**config.mk**
```make
export PLATFORM = sky130hd
export DESIGN_NAME = vio_pgd_mon
export DESIGN_NICKNAME = d
export VERILOG_FILES = /design/src/rtl/vio_pgd_pkg.sv /design/src/rtl/vio_pgd_ch.sv /design/src/rtl/vio_pgd_mon.sv
export SDC_FILE = /design/constraint.sdc
export NUM_CORES = 1
export LEC_CHECK = 0
export CAP_MARGIN = 20
export CELL_PAD_IN_SITES_DETAIL_PLACEMENT = 0
export CELL_PAD_IN_SITES_GLOBAL_PLACEMENT = 1
export CORE_MARGIN = 4
export CORE_UTILIZATION = 42
export CTS_BUF_LIST = sky130_fd_sc_hd__clkbuf_4 sky130_fd_sc_hd__clkbuf_8 sky130_fd_sc_hd__clkbuf_16
export DETAILED_ROUTE_END_ITERATION = 6
export PLACE_DENSITY = 0.81
export SLEW_MARGIN = 5
export SYNTH_ARGS = -nofsm -noshare
export SYNTH_HDL_FRONTEND = slang
export SYNTH_SLANG_ARGS = --single-unit
```
**constraint.sdc**
```tcl
create_clock -name clk_i -period 2.5 [get_ports clk_i]
set_clock_uncertainty 0.05 [all_clocks]
set_input_delay 0.25 -clock clk_i [delete_from_list [all_inputs] [get_ports clk_i]]
set_output_delay 0.25 -clock clk_i [all_outputs]
set_load 0.1 [all_outputs]
```
**src/rtl/vio_pgd_pkg.sv**
```systemverilog
// Shared types and constants for the power-good monitor.
package vio_pgd_pkg;

  // Per-channel debounce state.
  typedef enum logic [1:0] {
    OFF     = 2'b00,
    RISING  = 2'b01,
    ON      = 2'b10,
    FALLING = 2'b11
  } pgd_state_e;

  // Glitch counters are 8 bits wide and saturate at all-ones.
  localparam int GlitchCntW = 8;
  localparam logic [GlitchCntW-1:0] GlitchCntMax = {GlitchCntW{1'b1}};

  // Larger of two integers, used to size the debounce counter.
  function automatic int max_int(input int a, input int b);
    return (a > b) ? a : b;
  endfunction

endpackage

```
**src/rtl/vio_pgd_ch.sv**
```systemverilog
// One monitored supply: 2-flop synchronizer, debounce FSM with rise/fall
// hysteresis counter, and a saturating glitch counter.

// Plain two-stage synchronizer for asynchronous level inputs.
module prim_flop_2sync #(
  parameter int         Width      = 1,
  parameter logic [0:0] ResetValue = 1'b0
) (
  input  logic             clk_i,
  input  logic             rst_ni,
  input  logic [Width-1:0] d_i,
  output logic [Width-1:0] q_o
);

  logic [Width-1:0] meta_q;
  logic [Width-1:0] sync_q;

  // Two back-to-back flops to settle metastability before use.
  always_ff @(posedge clk_i or negedge rst_ni) begin
    if (!rst_ni) begin
      meta_q <= {Width{ResetValue}};
      sync_q <= {Width{ResetValue}};
    end else begin
      meta_q <= d_i;
      sync_q <= meta_q;
    end
  end

  assign q_o = sync_q;

endmodule

module vio_pgd_ch
  import vio_pgd_pkg::*;
#(
  parameter int RiseCycles = 16,
  parameter int FallCycles = 2,
  parameter int CntW       = 5
) (
  input  logic                  clk_i,
  input  logic                  rst_ni,
  input  logic                  supp_raw_i,
  input  logic                  ch_en_i,
  input  logic                  glitch_clr_i,
  output logic                  pok_o,
  output logic                  pok_d_o,
  output logic [GlitchCntW-1:0] glitch_cnt_o
);

  localparam logic [CntW-1:0] RiseLast = CntW'(RiseCycles - 1);
  localparam logic [CntW-1:0] FallLast = CntW'(FallCycles - 1);

  logic                  supp_s;
  pgd_state_e            state_q, state_d;
  logic [CntW-1:0]       cnt_q, cnt_d;
  logic                  pok_q, pok_d;
  logic [GlitchCntW-1:0] glitch_q, glitch_d;
  logic                  glitch_evt;

  prim_flop_2sync #(
    .Width     (1),
    .ResetValue(1'b0)
  ) u_sync (
    .clk_i (clk_i),
    .rst_ni(rst_ni),
    .d_i   (supp_raw_i),
    .q_o   (supp_s)
  );

  // State, counters and registered pok flag.
  always_ff @(posedge clk_i or negedge rst_ni) begin
    if (!rst_ni) begin
      state_q  <= OFF;
      cnt_q    <= '0;
      pok_q    <= 1'b0;
      glitch_q <= '0;
    end else begin
      state_q  <= state_d;
      cnt_q    <= cnt_d;
      pok_q    <= pok_d;
      glitch_q <= glitch_d;
    end
  end

  // Debounce transitions; a disabled channel is parked in OFF and does not
  // record glitches.
  always_comb begin
    state_d    = state_q;
    cnt_d      = cnt_q;
    glitch_evt = 1'b0;
    if (!ch_en_i) begin
      state_d = OFF;
      cnt_d   = '0;
    end else begin
      unique case (state_q)
        OFF: begin
          if (supp_s) begin
            state_d = RISING;
            cnt_d   = '0;
          end
        end
        RISING: begin
          if (!supp_s) begin
            state_d    = OFF;
            cnt_d      = '0;
            glitch_evt = 1'b1;
          end else if (cnt_q == RiseLast) begin
            state_d = ON;
            cnt_d   = '0;
          end else begin
            cnt_d = cnt_q + 1'b1;
          end
        end
        ON: begin
          if (!supp_s) begin
            state_d = FALLING;
            cnt_d   = '0;
          end
        end
        FALLING: begin
          if (supp_s) begin
            state_d    = ON;
            cnt_d      = '0;
            glitch_evt = 1'b1;
          end else if (cnt_q == FallLast) begin
            state_d = OFF;
            cnt_d   = '0;
          end else begin
            cnt_d = cnt_q + 1'b1;
          end
        end
        default: begin
          state_d = OFF;
          cnt_d   = '0;
        end
      endcase
    end
  end

  // pok follows the next state so it is asserted in the same cycle the FSM
  // lands in ON; the glitch counter saturates and clear beats increment.
  always_comb begin
    pok_d    = (state_d == ON) || (state_d == FALLING);
    glitch_d = glitch_q;
    if (glitch_clr_i) begin
      glitch_d = '0;
    end else if (glitch_evt && (glitch_q != GlitchCntMax)) begin
      glitch_d = glitch_q + 1'b1;
    end
  end

  assign pok_o        = pok_q;
  assign pok_d_o      = pok_d;
  assign glitch_cnt_o = glitch_q;

endmodule

```
**src/rtl/vio_pgd_mon.sv**
```systemverilog
// Multi-channel power-good monitor: NumCh debounced channels plus the
// aggregate all-good flag and a single change-event pulse.
module vio_pgd_mon
  import vio_pgd_pkg::*;
#(
  parameter int NumCh      = 2,
  parameter int RiseCycles = 16,
  parameter int FallCycles = 2
) (
  input  logic                        clk_i,
  input  logic                        rst_ni,
  input  logic [NumCh-1:0]            supp_raw_i,
  input  logic [NumCh-1:0]            ch_en_i,
  input  logic                        glitch_clr_i,
  output logic [NumCh-1:0]            vio_pok_o,
  output logic                        all_pok_o,
  output logic                        pok_event_o,
  output logic [NumCh*GlitchCntW-1:0] glitch_cnt_o
);

  // Counter must hold the largest terminal count of either direction.
  localparam int CntW = $clog2(max_int(RiseCycles, FallCycles) + 1);

  logic [NumCh-1:0] pok_q;
  logic [NumCh-1:0] pok_d;
  logic             all_pok_q, all_pok_d;
  logic             event_q, event_d;

  for (genvar gi = 0; gi < NumCh; gi++) begin : g_ch
    vio_pgd_ch #(
      .RiseCycles(RiseCycles),
      .FallCycles(FallCycles),
      .CntW      (CntW)
    ) u_ch (
      .clk_i       (clk_i),
      .rst_ni      (rst_ni),
      .supp_raw_i  (supp_raw_i[gi]),
      .ch_en_i     (ch_en_i[gi]),
      .glitch_clr_i(glitch_clr_i),
      .pok_o       (pok_q[gi]),
      .pok_d_o     (pok_d[gi]),
      .glitch_cnt_o(glitch_cnt_o[gi*GlitchCntW +: GlitchCntW])
    );
  end

  // Aggregates are computed from next-state pok so they line up with vio_pok_o.
  always_comb begin
    all_pok_d = (|ch_en_i) && (&(pok_d | ~ch_en_i));
    event_d   = |(pok_d ^ pok_q);
  end

  // Register aggregate flag and change pulse.
  always_ff @(posedge clk_i or negedge rst_ni) begin
    if (!rst_ni) begin
      all_pok_q <= 1'b0;
      event_q   <= 1'b0;
    end else begin
      all_pok_q <= all_pok_d;
      event_q   <= event_d;
    end
  end

  assign vio_pok_o   = pok_q;
  assign all_pok_o   = all_pok_q;
  assign pok_event_o = event_q;

endmodule

```
Word level (Yosys, flattened, before mapping)
Index checks and enable logic that the tools add are counted.
{"block": "op_classes", "addsub": 4, "n_eq_ne": 20, "n_mux": 44, "n_bitwise": 3, "n_reduce_logical": 14}
{"op": "5-bit 2-to-1 mux", "n": 14}
{"op": "5-bit case mux with 4 select lines", "n": 2}
{"op": "8-bit 2-to-1 mux", "n": 4}
{"op": "2-bit 2-to-1 mux", "n": 14}
{"op": "8-bit by 1-bit adder with 8-bit output, second input constant", "n": 2}
{"op": "2-bit == test, second input constant", "n": 8}
{"op": "8-bit != test, second input constant", "n": 2}
{"op": "2-bit case mux with 4 select lines", "n": 2}
{"op": "3-bit != test, second input constant", "n": 4}
{"op": "5-bit by 1-bit adder with 5-bit output, second input constant", "n": 2}
{"op": "5-bit by 1-bit == test with 1-bit output, second input constant", "n": 2}
{"op": "5-bit by 4-bit == test with 1-bit output, second input constant", "n": 2}
{"op": "1-bit 2-to-1 mux", "n": 6}
{"op": "2-bit AND reduction", "n": 3}
{"op": "2-bit by 1-bit == test with 1-bit output, second input constant", "n": 2}
{"op": "2-bit logical NOT", "n": 2}
{"op": "1-bit case mux with 2 select lines", "n": 2}
{"op": "2-bit nonzero test", "n": 2}
{"op": "2-bit OR reduction", "n": 2}
{"op": "1-bit logical AND", "n": 3}
{"op": "1-bit logical OR", "n": 2}
{"op": "2-bit NOT", "n": 1}
{"op": "2-bit OR", "n": 1}
{"op": "2-bit bitwise XOR", "n": 1}
{"block": "totals", "ff_bits": 38, "inputBits": 7, "output_inout_bits": 20}

Longest topological paths before layout
Gate-level depths: netlist of the first run.
{"block": "depth", "word_depth": 10, "depth_mapped": 8, "ltp_nobuf": 8}

By module
A second synthesis of the first run with hierarchy kept.
{"block": "hier_totals", "hier_cells": 203, "area_unflattened_um2": 2045.7}
{"module": "vio_pgd_ch at g_ch[0].u_ch", "n_inst": 1, "cells_each": 98, "area_each_um2": 949.7, "seq_area_each_um2": 400.4}
{"module": "vio_pgd_ch at g_ch[1].u_ch", "n_inst": 1, "cells_each": 93, "area_each_um2": 905.9, "seq_area_each_um2": 400.4}
{"module": "prim_flop_2sync", "n_inst": 2, "cells_each": 2, "area_each_um2": 50.0, "seq_area_each_um2": 50.0}
{"module": "vio_pgd_mon", "n_inst": 1, "cells_each": 8, "area_each_um2": 90.1, "seq_area_each_um2": 50.0}

Worst setup path before layout of the first run
No wires, ideal clock.
{"block": "synth_timing", "kind": "register -> register", "startpoint": "reg g_ch[1].u_ch.glitch_q[0]", "endpoint": "reg g_ch[1].u_ch.glitch_q[5]", "setup_time_ns": 0.125, "arrival_time_ns": 2.171, "path_slack_ns": 0.155, "path_stages_with_launch": 6, "path_buffers": 0, "period_less_slack_ns": 2.345, "cell_sequence": "dfrtp_1 -> ha_1 -> nand3_1 -> o211ai_1 -> nor3_1 -> mux2_2"}
{"block": "synth_between", "elab_chain_cells": 3}
{"item": "from (decl)", "line": "vio_pgd_ch.sv:57", "source": "logic [GlitchCntW-1:0] glitch_q, glitch_d;"}
{"item": "from (signal assigned)", "line": "vio_pgd_ch.sv:81", "source": "glitch_q <= glitch_d;"}
{"item": "8-bit by 1-bit adder with 8-bit output / 8-bit != test (equally long branches)", "line": "vio_pgd_ch.sv:148, vio_pgd_ch.sv:147"}
{"item": "8-bit 2-to-1 mux / 1-bit logical AND (equally long branches)", "line": "vio_pgd_ch.sv:147", "source": "end else if (glitch_evt && (glitch_q != GlitchCntMax)) begin"}
{"item": "8-bit 2-to-1 mux / 2-bit nonzero test (equally long branches)"}
Several ways; a longest one is shown, not always the timed one. The select of a mux whose other input is x is not followed.
A chain may end at the register's enable or synchronous reset.

Final worst setup path of the first run
{"block": "layout_timing", "startpoint": "reg g_ch[0].u_ch.cnt_q[0]", "endpoint": "reg g_ch[0].u_ch.cnt_q[4]"}
{"block": "layout_between", "elab_chain_cells": 5}
{"item": "from (decl)", "line": "vio_pgd_ch.sv:55", "source": "logic [CntW-1:0] cnt_q, cnt_d;"}
{"item": "from (signal assigned)", "line": "vio_pgd_ch.sv:79", "source": "cnt_q <= cnt_d;"}
{"item": "5-bit by 1-bit adder with 5-bit output (tied with other cells)", "line": "vio_pgd_ch.sv:111, vio_pgd_ch.sv:129"}
{"item": "5-bit 2-to-1 mux (on tied branches)", "line": "vio_pgd_ch.sv:125, vio_pgd_ch.sv:107"}
{"item": "5-bit 2-to-1 mux (on tied branches)", "line": "vio_pgd_ch.sv:121, vio_pgd_ch.sv:103"}
{"item": "5-bit case mux with 4 select lines (*)", "line": "vio_pgd_ch.sv:95", "source": "unique case (state_q)"}
{"item": "5-bit 2-to-1 mux (*)", "line": "vio_pgd_ch.sv:91", "source": "if (!ch_en_i) begin"}
Mark *: on every way between the ends. The rest lies on a longest branch, timed or not.

==> flow_summary.toml, run 1 <==
[run_status]
status = "completed"

[drt]
via_per_inst = 5.248
drtIter0Drc = 44
drtAntennaViolNets = 0
drc = 0
dr.pass1.iters = 4
via_count = 1590
wl_per_cell_um = 12.78
wl_um = 3873

[yosys]
synth_seq_cells = 38
synth_top_cell_by_area = "dfrtp_1"
ys_top_cells_by_area = "dfrtp_1 46%, ha_1 6.0%, nor2_1 3.4%"
netlist.area_leader.share_pct = 45.95
yosysSeqAreaShare_pct = 45.95
yosys_warnings = 0
syn_inst = 210
postSynthAreaPerCell_um2 = 9.855
synth_ff_type = "dfrtp_1"
syn_nets = 227
syn-cell-area_um2 = 2069
synth.distinct_cells = 52
async_reset_ff_share_pct = 100.0
synth-edff-count = 0

[floorplanning]
rows = 25
boundaryPins = 27
die_w_um = 78.20
die_h_um = 78.20
die-area_um2 = 6114
core_area_um2 = 4755
start_util_pct = 43.53

[global_route]
grt_start_max_net_pins = 39
grt_pass1_wl_um = 6941
grt_overflow = 0
grt_pass1_vias = 1599
grt_use_total_pct = 14.24
antenna_found_initial = 0

[final_layout]
layout-drive-gt1-share_pct = 16.53
final_cell_mix = "38 x dfrtp_1, 21 x buf_4, 19 x nor2_1"
diodes = 0
final_area_um2 = 2396
area_growth_syn_to_layout_pct = 15.78
fin_nets = 253
mostFrequentLayoutCell = "dfrtp_1"

[placement]
pre_cts_ws_ns = 0.4225
gp_congestion = 0.7935
dp_hpwl_um = 2835
place.port_buffers = 26
place_area_um2 = 2317

[clock_network]
cts-resized-gates = 0
insertion_delay_ns = 0.29
clkSlewWorstSetupHoldPaths_ns = 0.08
clk_path_buf_depth = 2
cts.sinks = 38
tritoncts = "done"
ctsHtreeMaxLevel = 2
hold_buffers = 0
cts_buffers = 5
post_cts_buffers = 0
cts_root_buffer = "clkbuf_8"

[critical_path]
reg2reg_from = "g_ch[0].u_ch.cnt_q[0]"
worstSetupPathType = "reg -> reg"
cp_max_fo = 5
startpoint = "g_ch[0].u_ch.cnt_q[0]"
cp.arrival_ns = 2.16
startpoint_type = "flip-flop"
crit_path_end_kind = "flip-flop"
cp.required_ns = 2.67
worstRegToRegCells = 8
rrSetupSlack_ns = 0.51

[power]
switching_share_pct = 24.47
seqPwrFrac_pct = 57.4
pwr-share-clk_pct = 35.5
p_int_mw = 0.8341
p_sw_mw = 0.2703
comb_power_share_pct = 7.1
peakVddDrop_mv = 0.4060
power.density_nw_per_um2 = 460.9
p_leak_nw = 1.111

[timing]
hold_viol_final = 0
timing.final.ws_setup_ns = 0.5053
clock.fmax_mhz = 501.3
maxSlewHeadroom_pct = 43.91
fin_tns_setup_ns = 0
post-route-period-util_pct = 79.79
rsz0062_at_grt = "false"
drv_slew = 0
setup_viol = 0
worst_pin_slew_ns = 0.8413
finalCriticalPeriod_ns = 1.995

[min_path]
hold_class = "in -> async"

[run]
cap_violations = 0
path summary, 6_finish.rpt:
kind / end
min in group clk_i: g_ch[1].u_ch.u_sync.q_o
worst max register to register: g_ch[0].u_ch.cnt_q[4]
worst min register to register: g_ch[1].u_ch.u_sync.q_o
max in group asynchronous: g_ch[1].u_ch.state_q[1]
worst max-delay path: g_ch[0].u_ch.cnt_q[4]
worst min-delay path: g_ch[0].u_ch.glitch_cnt_o[7]
Yosys cell counts (2+ instances only):
| master | instances |
|---|---|
| or2_2 | 2 |
| a211oi_1 | 2 |
| nor2_1 | 19 |
| xor2_1 | 4 |
| inv_1 | 16 |
| xnor2_1 | 4 |
| nand4b_1 | 2 |
| nor3_1 | 4 |
| buf_2 | 2 |
| nand2_1 | 12 |
| buf_4 | 2 |
| nand4_1 | 6 |
| nand2b_1 | 2 |
| mux2i_1 | 3 |
| a21o_1 | 4 |
| o22ai_1 | 2 |
| o21ai_0 | 10 |
| nor3b_1 | 4 |
| nand3_1 | 8 |
| or3_1 | 2 |
| dfrtp_1 | 38 |
| a311oi_1 | 4 |
| mux2_2 | 2 |
| and3_1 | 4 |
| o21bai_1 | 2 |
| a21oi_1 | 11 |
| ha_1 | 10 |
| nor2b_1 | 5 |
worst max-delay path: stages (launching register included):
cell and delay, ns:
dfrtp_1 0.43, ha_1 0.24, nand3_1 0.11, inv_1 0.05, ha_1 0.26, or3b_2 0.44
o22ai_1 0.14, a21oi_1 0.08, nor2b_1 0.11
layout make-up:
type | instances | area [um^2]
inverter | 16 | 60.06
clock buffer | 5 | 68.82
timing repair buffer | 27 | 212.7
multi-input combinational | 148 | 1010
sequential | 38 | 950.9
clock inverter | 2 | 10.01
fill | 471 | 2359
tap | 67 | 83.83
layer usage:
layer / share of wire [%] / vias up / GRT usage (%) / wire length (um)
met5: 0 / - / 0 / 0
met4: 1.8 / 0 / 5.944 / 69
met3: 3.5 / 6 / 3.899 / 137
li1: - / 799 / - / -
met1: 47 / 760 / 17.06 / 1805
met2: 48 / 25 / 24.06 / 1860
flip-flops by register name, summed over array words and instances (netlist names):
name / count
all_pok_o: 1
g_ch.u_ch.cnt_q: 10
g_ch.u_ch.glitch_cnt_o: 16
g_ch.u_ch.pok_o: 2
g_ch.u_ch.state_q: 4
g_ch.u_ch.u_sync.meta_q: 2
g_ch.u_ch.u_sync.q_o: 2
pok_event_o: 1
cells by family after synthesis:
kind of cell	after synthesis	synth area share [%]
multiplexers	6	3.083
AO/OA/AOI/OAI	45	14.51
AND/OR/NAND/NOR	77	20.19
adder cells (fa/ha/maj)	10	6.046
buffers and inverters	24	5.259
flip-flops	38	45.95
XOR/XNOR	10	4.958
through the flow:
stage / power [mW] / instances / hold WS [ns] / utilization (%)
finish: 1.104 / 303 / 0.008175 / 50.39
detailed placement: 0.7266 / 296 / 0.2881 / 48.74
global placement: 0.7266 / 296 / 0.2844 / 48.74
global route: 1.165 / 303 / 0.07164 / 50.39
CTS: 1.130 / 303 / 0.03972 / 50.39
floorplan: 0.6928 / 210 / -0.09559 / -
power groups by stage:
| stage | clock (mW) | sequential [mW] | combinational [mW] |
|---|---|---|---|
| 4_1_cts | 0.415 | 0.634 | 0.0805 |
| 5_1_grt | 0.441 | 0.636 | 0.0885 |
| 6_report | 0.392 | 0.634 | 0.0785 |
| 2_1_floorplan | 0 | 0.654 | 0.0385 |
| 3_3_place_gp | 0 | 0.646 | 0.0807 |
| 3_5_place_dp | 0 | 0.646 | 0.0803 |
No activity file was read; power rests on OpenSTA's default activity.
==> run 2: changes to the inputs <==
==> constraint.sdc (replaced) <==
create_clock -name clk_i -period 1.9 [get_ports clk_i]
set_clock_uncertainty 0.05 [all_clocks]
set_input_delay 0.19 -clock clk_i [delete_from_list [all_inputs] [get_ports clk_i]]
set_output_delay 0.19 -clock clk_i [all_outputs]
set_load 0.1 [all_outputs]
==> run 2 against run 1 <==
Net effect:
- hold slack better by 0.27 ns
- flip-flop and latch count unchanged
- largest power group is now clock
- highest routed layer unchanged
- critical endpoint is now pok_event_o
- fmax up 11%
- first-iteration DRC count rose by 16%
- critical path type unchanged
==> flow_summary.toml, run 2 (same netlist as run 1, synthesis figures left out) <==
[final_layout]
fin_nets = 275
layout-drive-gt1-share_pct = 32.82
mostFrequentLayoutCell = "buf_4"
multiInputGateArea_um2 = 1046
largest_register_ffs = 16
nFillCells = 434
final_area_um2 = 2693
area_growth_syn_to_layout_pct = 30.11
final_cell_mix = "42 x buf_4, 23 x dfrtp_1, 19 x nor2_1"
regArea_um2 = 979.7
diodes = 0
fin_cells = 326

[critical_path]
cp.required_ns = 2.03
cp.arrival_ns = 1.94
cp_max_fo = 4
crit_path_end_kind = "flip-flop"
worstSetupPathType = "reg -> reg"
startpoint_type = "flip-flop"

[drt]
drtIter0Drc = 51
dr.pass1.iters = 4
via_per_inst = 5.101
wl_per_cell_um = 13.14
wl_um = 4284
via_count = 1663
drtAntennaViolNets = 0
drc = 0

[clock_network]
cts_buffers = 5
cts_root_buffer = "clkbuf_8"
insertion_delay_ns = 0.29
tritoncts = "done"
clk_path_buf_depth = 2
cts.sinks = 38
clkSlewWorstSetupHoldPaths_ns = 0.08
ctsHtreeMaxLevel = 2

[power]
p_sw_mw = 0.3931
switching_share_pct = 21.55
p_int_mw = 1.431
peakVddDrop_mv = 0.4784
p_leak_nw = 1.212
power.density_nw_per_um2 = 677.4
finalPower_mw = 1.824
comb_power_share_pct = 7.2
pwr-share-clk_pct = 47.2
seqPwrFrac_pct = 45.6

[floorplanning]
rows = 25
start_util_pct = 43.53
core_area_um2 = 4755
die-area_um2 = 6114
die_h_um = 78.20
die_w_um = 78.20
boundaryPins = 27

[global_route]
grt_pass1_vias = 1599
grt_pass1_wl_um = 7307
grt_overflow = 0
grt_start_max_net_pins = 23
grt_use_total_pct = 14.95
antenna_found_initial = 0

[min_path]
hold_class = "in -> reg"

[timing]
timing.final.ws_setup_ns = 0.09805
setup_viol = 0
post-route-period-util_pct = 94.84
fin_tns_setup_ns = 0
drv_slew = 0
maxSlewHeadroom_pct = 65.37
clock.fmax_mhz = 555.0
finalCriticalPeriod_ns = 1.802
worst_pin_slew_ns = 0.5063
hold_viol_final = 0

[placement]
pre_cts_ws_ns = 0.03474
dp_hpwl_um = 3052
place.port_buffers = 26
place_area_um2 = 2496
placedCellCount = 316
gp_congestion = 0.8054

[run_status]
status = "completed"

[run]
cap_violations = 0
run 2: cell count changes in the layout (fill, tap and decap cells not counted), moves of 2 or more:
cell and change:
dfrtp_1 -15, ha_2 +3, ha_1 -3, nand3_2 +2, dfrtp_4 +4, buf_4 +21, bufinv_16 +2, dfrtp_2 +11
nand3_1 -2, clkinv_2 -2
run 2: final timing paths:
kind / start / end / slack (ns) / cells after the start
worst max-delay path: g_ch[1].u_ch.cnt_q[1] / pok_event_o / 0.1 / 9
worst min-delay path: supp_raw_i[0] / g_ch[0].u_ch.u_sync.meta_q / 0.28 / 1
worst max register to register: g_ch[1].u_ch.cnt_q[1] / pok_event_o / 0.1 / 9
worst min register to register: g_ch[0].u_ch.u_sync.meta_q / g_ch[0].u_ch.u_sync.q_o / 0.30 / 0
max in group asynchronous: rst_ni / g_ch[1].u_ch.state_q[0] / 0.93 / 3
min in group asynchronous: rst_ni / g_ch[0].u_ch.glitch_cnt_o[7] / 0.34 / 2
run 2: timing repair:
item,CTS,global route
hold buffers,1,0
hold endpoints to repair,20,0
endpoints found under the setup margin,0,6
gates resized for setup,0,10
buffers inserted,0,1
run 2: final cells by class:
| type | instances | area share, % |
|---|---|---|
| Inverter | 16 | 2.230 |
| Multi-Input combinational cell | 148 | 38.85 |
| Timing Repair Buffer | 49 | 14.13 |
| Tap cell | 67 | 3.113 |
| Clock inverter | 2 | 2.230 |
| Sequential cell | 38 | 36.38 |
| Clock buffer | 6 | 3.067 |
run 2: power by group through the flow:
stage | sequential, mW | clock (mW) | combinational, mW
global placement | 0.848 | 0 | 0.131
CTS | 0.832 | 0.880 | 0.134
floorplan | 0.862 | 0 | 0.0507
global route | 0.834 | 0.920 | 0.146
finish | 0.832 | 0.861 | 0.132
detailed placement | 0.848 | 0 | 0.131
run 2: per-stage QoR:
step / utilization (%) / hold WS (ns)
5_1_grt: 56.63 / 0.2737
2_1_floorplan: - / -0.1556
4_1_cts: 55.71 / 0.2735
3_5_place_dp: 52.50 / 0.1333
3_3_place_gp: 52.50 / 0.1305
6_report: 56.63 / 0.2815
run 2: critical path, stage by stage, from the launching register on:
cell and delay [ns]:
dfrtp_1 0.41, ha_2 0.23, nand3_2 0.10, inv_2 0.06, ha_2 0.17, a21oi_2 0.06, a311oi_1 0.25, buf_4 0.19
xnor2_2 0.11, nand2_1 0.07
run 2: per-layer routing:
metal,up-vias,track usage [%],wire (um)
met2,22,24.06,2028
met4,0,5.944,82
li1,840,-,-
met1,794,19.40,2043
met3,7,3.555,129
met5,-,0,0
